## src/rtl/regfile_write_arbiter_pkg.sv

```systemverilog
// regwr_pkg: shared widths, zero-register index and slot payload type for regfile_write_arbiter.
package regwr_pkg;
    localparam int REG_ADDR_W = 5;
    localparam logic [REG_ADDR_W-1:0] ZERO_REG = 5'd31;
    localparam int MAX_DATA_W = 64;
    typedef struct packed {
        logic [REG_ADDR_W-1:0] addr;
        logic [MAX_DATA_W-1:0] data;
    } wr_req_t;
endpackage

```

## src/rtl/regfile_write_arbiter_rr_grant.sv

```systemverilog
// rr_grant: combinational one-hot round-robin picker; search starts at ptr_i and wraps upward.
module rr_grant #(
    parameter int N     = 2,
    parameter int PTR_W = 1
) (
    input  logic [N-1:0]     req_i,
    input  logic [PTR_W-1:0] ptr_i,
    output logic [N-1:0]     gnt_o,
    output logic [PTR_W-1:0] idx_o,
    output logic             any_o
);
    logic [PTR_W-1:0] cand;
    always_comb begin
        gnt_o = '0;
        idx_o = '0;
        any_o = 1'b0;
        cand  = '0;
        for (int k = 0; k < N; k++) begin
            cand = PTR_W'((int'(ptr_i) + k) % N);
            if (!any_o && req_i[cand]) begin
                gnt_o[cand] = 1'b1;
                idx_o       = cand;
                any_o       = 1'b1;
            end
        end
    end
endmodule

```

## src/rtl/regfile_write_arbiter.sv

```systemverilog
// regfile_write_arbiter: round-robin sharing of one regfile write port among NUM_REQ one-entry slots.
// Define REGWR_FORWARD_EN to add the combinational fwd_addr/fwd_hit/fwd_data lookup.
module regfile_write_arbiter
    import regwr_pkg::*;
#(
    parameter int NUM_REQ    = 2,
    parameter int DATA_W     = 64,
    parameter int DROP_REG31 = 1
) (
    input  logic                           clk,
    input  logic                           reset,
    input  logic [NUM_REQ-1:0]             req_valid,
    input  logic [NUM_REQ*REG_ADDR_W-1:0]  req_addr,
    input  logic [NUM_REQ*DATA_W-1:0]      req_data,
    output logic [NUM_REQ-1:0]             req_ready,
    output logic                           wr_en,
    output logic [REG_ADDR_W-1:0]          wr_addr,
    output logic [DATA_W-1:0]              wr_data,
    output logic                           wr_collide
`ifdef REGWR_FORWARD_EN
    ,
    input  logic [REG_ADDR_W-1:0]          fwd_addr,
    output logic                           fwd_hit,
    output logic [DATA_W-1:0]              fwd_data
`endif
);
    localparam int PTR_W = (NUM_REQ > 1) ? $clog2(NUM_REQ) : 1;

    wr_req_t               slot_q [NUM_REQ];
    wr_req_t               slot_d [NUM_REQ];
    wr_req_t               sel;
    logic [NUM_REQ-1:0]    full_q, full_d, grant;
    logic [PTR_W-1:0]      rr_ptr_q, rr_ptr_d, gidx;
    logic                  gany, drop, collide;
    logic                  wr_en_q, wr_en_d, wr_collide_q, wr_collide_d;
    logic [REG_ADDR_W-1:0] wr_addr_q, wr_addr_d;
    logic [DATA_W-1:0]     wr_data_q, wr_data_d;

    rr_grant #(.N(NUM_REQ), .PTR_W(PTR_W)) u_rr_grant (
        .req_i (full_q),
        .ptr_i (rr_ptr_q),
        .gnt_o (grant),
        .idx_o (gidx),
        .any_o (gany)
    );

    // A slot draining this cycle can take a new entry in the same edge.
    assign req_ready  = ~full_q | grant;
    assign wr_en      = wr_en_q;
    assign wr_addr    = wr_addr_q;
    assign wr_data    = wr_data_q;
    assign wr_collide = wr_collide_q;

    always_comb begin
        sel     = slot_q[gidx];
        drop    = (DROP_REG31 != 0) && (sel.addr == ZERO_REG);
        collide = 1'b0;
        for (int i = 0; i < NUM_REQ; i++)
            if (gany && !grant[i] && full_q[i] && slot_q[i].addr == sel.addr && sel.addr != ZERO_REG)
                collide = 1'b1;
        full_d = full_q & ~grant;
        slot_d = slot_q;
        for (int i = 0; i < NUM_REQ; i++)
            if (req_valid[i] && req_ready[i]) begin
                full_d[i] = 1'b1;
                slot_d[i] = '{addr: req_addr[i*REG_ADDR_W +: REG_ADDR_W],
                              data: MAX_DATA_W'(req_data[i*DATA_W +: DATA_W])};
            end
        rr_ptr_d     = !gany ? rr_ptr_q : (int'(gidx) == NUM_REQ - 1) ? '0 : gidx + 1'b1;
        wr_en_d      = gany && !drop;
        wr_addr_d    = gany ? sel.addr : wr_addr_q;
        wr_data_d    = gany ? sel.data[DATA_W-1:0] : wr_data_q;
        wr_collide_d = collide;
    end

    always_ff @(posedge clk or negedge reset) begin
        if (!reset) begin
            full_q       <= '0;
            rr_ptr_q     <= '0;
            wr_en_q      <= 1'b0;
            wr_addr_q    <= '0;
            wr_data_q    <= '0;
            wr_collide_q <= 1'b0;
            for (int i = 0; i < NUM_REQ; i++) slot_q[i] <= '0;
        end else begin
            full_q       <= full_d;
            rr_ptr_q     <= rr_ptr_d;
            wr_en_q      <= wr_en_d;
            wr_addr_q    <= wr_addr_d;
            wr_data_q    <= wr_data_d;
            wr_collide_q <= wr_collide_d;
            for (int i = 0; i < NUM_REQ; i++) slot_q[i] <= slot_d[i];
        end
    end

`ifdef REGWR_FORWARD_EN
    logic [PTR_W-1:0] fidx;
    // Slots are scanned in future grant order so the last one to be written overrides.
    always_comb begin
        fidx     = '0;
        fwd_hit  = wr_en_q && wr_addr_q == fwd_addr;
        fwd_data = fwd_hit ? wr_data_q : '0;
        for (int k = 0; k < NUM_REQ; k++) begin
            fidx = PTR_W'((int'(rr_ptr_q) + k) % NUM_REQ);
            if (full_q[fidx] && slot_q[fidx].addr == fwd_addr) begin
                fwd_hit  = 1'b1;
                fwd_data = slot_q[fidx].data[DATA_W-1:0];
            end
        end
        if (fwd_addr == ZERO_REG) begin
            fwd_hit  = 1'b0;
            fwd_data = '0;
        end
    end
`endif
endmodule

```

## config.mk

```make
export PLATFORM = sky130hd
export DESIGN_NAME = regfile_write_arbiter
export DESIGN_NICKNAME = d
export VERILOG_FILES = /design/src/rtl/regfile_write_arbiter_pkg.sv /design/src/rtl/regfile_write_arbiter_rr_grant.sv /design/src/rtl/regfile_write_arbiter.sv
export SDC_FILE = /design/constraint.sdc
export NUM_CORES = 1
export LEC_CHECK = 0
export CORE_AREA = 2 2 191 99
export DETAILED_ROUTE_END_ITERATION = 8
export DIE_AREA = 0 0 193 101
export GPL_TIMING_DRIVEN = 0
export HOLD_SLACK_MARGIN = 0.02
export PLACE_DENSITY = 0.83
export SYNTH_ARGS = -nofsm -noshare
export SYNTH_HDL_FRONTEND = slang
export SYNTH_SLANG_ARGS = --single-unit
```

## constraint.sdc

```tcl
create_clock -name clk -period 1.8 [get_ports clk]
set_input_delay 0.36 -clock clk [delete_from_list [all_inputs] [get_ports clk]]
set_output_delay 0.36 -clock clk [all_outputs]
set_load 0.005 [all_outputs]
```

==> flow_summary.json, run 1 <==
{
  "antenna_found_initial": 0,
  "rsz0062_at_grt": "true",
  "cp.required_ns": 1.44,
  "dieArea_um2": 19490,
  "final_nets": 1096,
  "r2r_start": "full_q[1]",
  "hold_violations": 0,
  "cts_tree": "yes",
  "drv_cap": 0,
  "p_per_area_nw_per_um2": 1486,
  "hold_end": "slot_q[135]",
  "cp-end-kind": "output pin",
  "dieWidth_um": 193,
  "num_rows": 35,
  "finalWeightedCongestion": 0.8260,
  "boundaryPins": 215,
  "r2r_end": "wr_data[11]",
  "synth.yosys.warnings": 0,
  "dp_hpwl_um": 17500,
  "ys_seq_area_share_pct": 60.49,
  "path_buf_inv": 1,
  "clk_pin_slew_ns": 0.07,
  "synth_mux_area_share_pct": 17.72,
  "p_leak_nw": 5.060,
  "synth_nets": 856,
  "slew_headroom_pct": 45.30,
  "finalCritPeriodShare_pct": 99.30,
  "critPathArrivalTime_ns": 1.43,
  "wl_per_cell_um": 20.37,
  "cpPeakStageDelay_ns": 0.46,
  "dp.cells": 1169,
  "cts_made_buffers": 20,
  "reg2reg_slack_ns": 0.15,
  "synth_compound_area_share_pct": 9.215,
  "path_max_fanout": 6,
  "drtAntennaViolNets": 0,
  "finalPower_mw": 17.91,
  "overflow": 0,
  "syn-instance-count": 714,
  "min-delay-start": "req_addr[2]",
  "start_kind": "register",
  "port_buffers": 214,
  "grt_max_degree": 110,
  "finalWirelength_um": 24600,
  "netlist_area_um2": 8771,
  "start_util_pct": 48.85,
  "drive_above_1_share_pct": 21.69,
  "final_cell_mix": "209 x dfrtp_1, 201 x clkdlybuf4s50_1, 118 x mux2_2, 72 x nand3_1, 70 x nor2_1",
  "design.core.area_um2": 17950,
  "slew_viol_final": 0,
  "first_global_vias": 6932,
  "fin_skew_ns": 0.01129,
  "cts_root_buf": "clkbuf_16",
  "drc": 0,
  "worstSkewPairLatency_ns": 0.50,
  "min_path_type": "input pin to register",
  "worst_pin_slew_ns": 0.8205,
  "ys_ff_latch": 212,
  "synth_xor_area_share_pct": 0.4993,
  "h-tree-depth": 1,
  "synth_fa_ha_area_share_pct": 0,
  "cts_sinks": 212,
  "synth_top_family_by_area": "multiplexers",
  "peakVddDrop_mv": 0.9031,
  "fin_setup_tns_ns": 0,
  "crit_slowest_cell": "dfrtp_2",
  "finalSetupViolCount": 0,
  "max_freq_ghz": 0.5595,
  "min_delay_path_depth": 2,
  "grt_pass1_wl_um": 38080,
  "yosys.area_share.simple_pct": 8.117,
  "final_common_cell": "dfrtp_1",
  "path_cells": "or2_4 > clkdlybuf4s15_1",
  "syn2layout_area_growth_pct": 37.39,
  "rr_worst_depth": 4,
  "status": "finished clean",
  "post_drt_via_cell_ratio": 5.619,
  "clockBufferDepth": 3,
  "avgSynthCellArea_um2": 12.28,
  "dr.pass1.iters": 4,
  "drt_iter0_drc": 357,
  "n_antenna_cell": 0,
  "ys_types": 28,
  "critPathKind": "register to output pin",
  "fin_cells": 1208,
  "die_h_um": 101,
  "dr_total_vias": 6788,
  "critPathTopFamily": "flip-flops",
  "grt_use_total_pct": 25.67,
  "fin_crit_ns": 1.787
}
where the power goes:
group,switching [mW],leakage (nW),internal [mW],total [mW]
logic,2.56,2.23,3.25,5.81
clock network,1.87,0.356,2.81,4.68
registers,1.00,2.47,6.41,7.41
total,5.44,5.06,12.5,17.9
logic make-up after synthesis:
group / Yosys count
AO/OA/AOI/OAI: 141
flip-flops: 212
XOR/XNOR: 5
AND/OR/NAND/NOR: 157
multiplexers: 138
buffers and inverters: 61
registers in the layout (all words and copies together) (netlist names):
name and count:
wr_addr 5, rr_ptr_q 1, wr_data 64, wr_en 1, slot_q 138, full_q 2
wr_collide 1
synthesized netlist by cell type, drive strengths merged:
cell type	instances	share of area, %
or2	2	0.14
nand3	73	4.2
nor2b	1	0.071
nand4	1	0.071
inv	1	0.043
clkbuf	22	0.96
nor3	1	0.057
a211oi	1	0.086
a31oi	69	4.9
nand2b	3	0.21
o21ai	70	4.1
a21o	1	0.086
buf	38	3.0
nand2	4	0.20
dfrtp	212	60
mux2	138	18
xnor2	5	0.50
nor2	70	3.0
nor4	2	0.14
layout make-up:
class	count	area (um^2)
plain buffers	60	361.6
clock buffers	26	564.3
clock inverters	10	163.9
fillers	1350	5904
inverters	1	3.754
multi-input cells	441	3123
flip-flops and latches	212	5309
well taps	240	300.3
repair buffers	218	2225
layer usage:
layer	wire length, um	share of wire [%]	up-vias	track usage [%]
li1	-	-	3031	-
met1	11180	45	3458	37.89
met2	10820	44	275	38.76
met3	2353	9.6	24	6.961
met4	248	1.0	0	4.196
met5	0	0	-	0
worst max path at each step:
stage	endpoint	depth (start not counted)	start	slack [ns]
final	req_ready[1]	2	rr_ptr_q	0.01
after CTS	req_ready[1]	3	full_q[1]	-0.03
after floorplan	slot_q[57]	5	full_q[0]	0.36
after detailed placement	slot_q[74]	5	req_valid[0]	-0.09
after global placement	slot_q[69]	1	reset	-8.49
after global routing	req_ready[1]	3	full_q[1]	-0.03
what timing repair did:
item	4_1_cts	5_1_grt
gates resized for setup	7	31
cloned	0	0
pin swaps	1	0
setup endpoints to repair	2	80
endpoints found under the hold margin	103	0
buffers inserted	1	1
hold buffers	1	0
stage by stage:
step	util (%)	hold WS [ns]	worst slack, ns	instance area [um^2]
global placement	62.45	0.4690	-8.489	11210
global route	67.12	0.4429	-0.02659	12050
detailed placement	62.63	0.4633	-0.09107	11250
finish	67.12	0.4495	0.01266	12050
floorplan	-	0.06441	0.3641	8771
CTS	66.82	0.4407	-0.02968	12000
(Power assumes the default switching activity.)
==> inputs of run 2 (changes only) <==
Settings changed: PLACE_DENSITY 0.83 to 0.8.
==> flow_summary.json, run 2 (same netlist as run 1, synthesis figures left out) <==
{
  "placed_area_um2": 11250,
  "final_area_um2": 11970,
  "start_kind": "register",
  "post_drt_via_cell_ratio": 5.583,
  "drt_iter0_drc": 395,
  "antenna_found_initial": 0,
  "boundaryPins": 215,
  "grt_pass1_wl_um": 37590,
  "clk_pin_slew_ns": 0.07,
  "dr.pass1.iters": 4,
  "slew_viol_final": 0,
  "drive_above_1_share_pct": 22.36,
  "cts_made_buffers": 19,
  "cts_sinks": 212,
  "hold_violations": 0,
  "fillers": 1405,
  "grt_max_degree": 121,
  "design.core.area_um2": 17950,
  "path_max_fanout": 10,
  "slew_headroom_pct": 39.87,
  "cts_tree": "yes",
  "critPathKind": "register to register",
  "start_util_pct": 48.85,
  "first_global_vias": 6721,
  "critPathTopFamily": "buffers and inverters",
  "status": "finished clean",
  "finalCritPeriodShare_pct": 99.75,
  "top_register": "slot_q",
  "cp-end-kind": "register",
  "num_rows": 35,
  "path_buf_inv": 3,
  "die_h_um": 101,
  "final_util_pct": 66.68,
  "grt_use_total_pct": 25.27,
  "min_path_type": "input pin to register",
  "dp_hpwl_um": 17050,
  "fin_crit_ns": 1.796,
  "critPathArrivalTime_ns": 2.19,
  "overflow": 0,
  "h-tree-depth": 1,
  "path_cells": "buf_4 > inv_1 > buf_1 > o21ai_0 > a31oi_1",
  "dr_total_vias": 6739,
  "fin_skew_ns": 0.008885,
  "finalWeightedCongestion": 0.8303,
  "cpPeakStageDelay_ns": 0.45,
  "rsz0062_at_grt": "true",
  "worstSkewPairLatency_ns": 0.48,
  "finalWirelength_um": 24440,
  "cp.required_ns": 2.19,
  "dieWidth_um": 193,
  "worst_pin_slew_ns": 0.9020,
  "cts_root_buf": "clkbuf_16",
  "finalSetupViolCount": 0,
  "finalPower_mw": 17.49,
  "final_nets": 1099,
  "final_cell_mix": "210 x dfrtp_1, 209 x clkdlybuf4s50_1, 118 x mux2_2, 72 x nand3_1, 70 x nor2_1",
  "largest_reg_flops": 138,
  "p_leak_nw": 4.980,
  "port_buffers": 214,
  "clockBufferDepth": 3,
  "wl_per_cell_um": 20.25,
  "drc": 0,
  "p_per_area_nw_per_um2": 1461,
  "dieArea_um2": 19490,
  "final_common_cell": "dfrtp_1",
  "max_freq_ghz": 0.5569,
  "drv_cap": 0,
  "syn2layout_area_growth_pct": 36.50,
  "drtAntennaViolNets": 0,
  "crit_slowest_cell": "buf_1",
  "peakVddDrop_mv": 0.7643
}
[run 2: cell types whose count changed in the layout (fill, tap and decap cells not counted), moves of 2 or more]
| cell | previous run | this run |
|---|---|---|
| buf_1 | 0 | 2 |
| dlymetal6s2s_1 | 10 | 2 |
| clkbuf_1 | 16 | 6 |
| bufinv_16 | 4 | 2 |
| buf_4 | 20 | 26 |
| clkbuf_16 | 21 | 19 |
| clkbuf_2 | 9 | 15 |
| clkdlybuf4s50_1 | 201 | 209 |
| clkbuf_8 | 2 | 5 |
[run 2: path summary, 6_finish.rpt]
check / slack (ns) / endpoint / from / depth (start not counted)
setup / recovery: 0.004 / wr_data[13] / full_q[1] / 5
setup reg to reg: 0.004 / wr_data[13] / full_q[1] / 5
max in group asynchronous: 0.26 / slot_q[65] / reset / 3
hold / removal: 0.47 / slot_q[58] / req_data[122] / 2
min in group asynchronous: 0.55 / slot_q[38] / reset / 2
hold reg to reg: 0.49 / slot_q[72] / slot_q[72] / 1
[run 2: layout make-up]
cell class / count / area, um^2 / share of cell area (%)
Antenna cell: 1 / 2.502 / 0.02090
Buffer: 60 / 371.6 / 3.104
Clock buffer: 25 / 548.0 / 4.577
Clock inverter: 5 / 75.07 / 0.6270
Inverter: 1 / 3.754 / 0.03135
Multi-Input combinational cell: 441 / 3129 / 26.14
Sequential cell: 212 / 5308 / 44.33
Tap cell: 240 / 300.3 / 2.508
Timing Repair Buffer: 222 / 2235 / 18.66
[run 2: worst register-to-register path: stages (launching register included)]
cell and delay [ns]:
dfrtp_1 0.40, buf_4 0.15, inv_1 0.30, buf_1 0.45, o21ai_0 0.17, a31oi_1 0.22
[run 2: layer usage]
metal	share of wire (%)	GRT usage, %
met1	47	37.99
met2	43	37.22
met3	8.8	6.613
met4	1.4	4.837
met5	0	0
[run 2: repair_timing]
item,in CTS,in global routing
gates resized for setup,8,36
hold endpoints to repair,65,0
pin swaps,0,1
setup buffers,3,3
setup endpoints to repair,12,64
hold buffers,1,0
[run 2: metrics by stage]
stage	setup TNS, ns	hold slack (ns)	std cells	worst slack [ns]
floorplan	0	0.06441	714	0.3641
global placement	-1802.62	0.4707	1168	-8.519
detailed placement	-1.265	0.4762	1169	-0.07565
CTS	-0.03572	0.4508	1203	-0.03572
global route	-0.2891	0.4460	1206	-0.04693
finish	0	0.4675	1207	0.004446
[run 2: power by group]
group          switching [mW]  total (mW)  internal (mW)  leakage, nW
Combinational            2.60        5.93           3.34         2.20
Clock                    1.74        4.16           2.41        0.311
Sequential              0.992        7.40           6.41         2.47
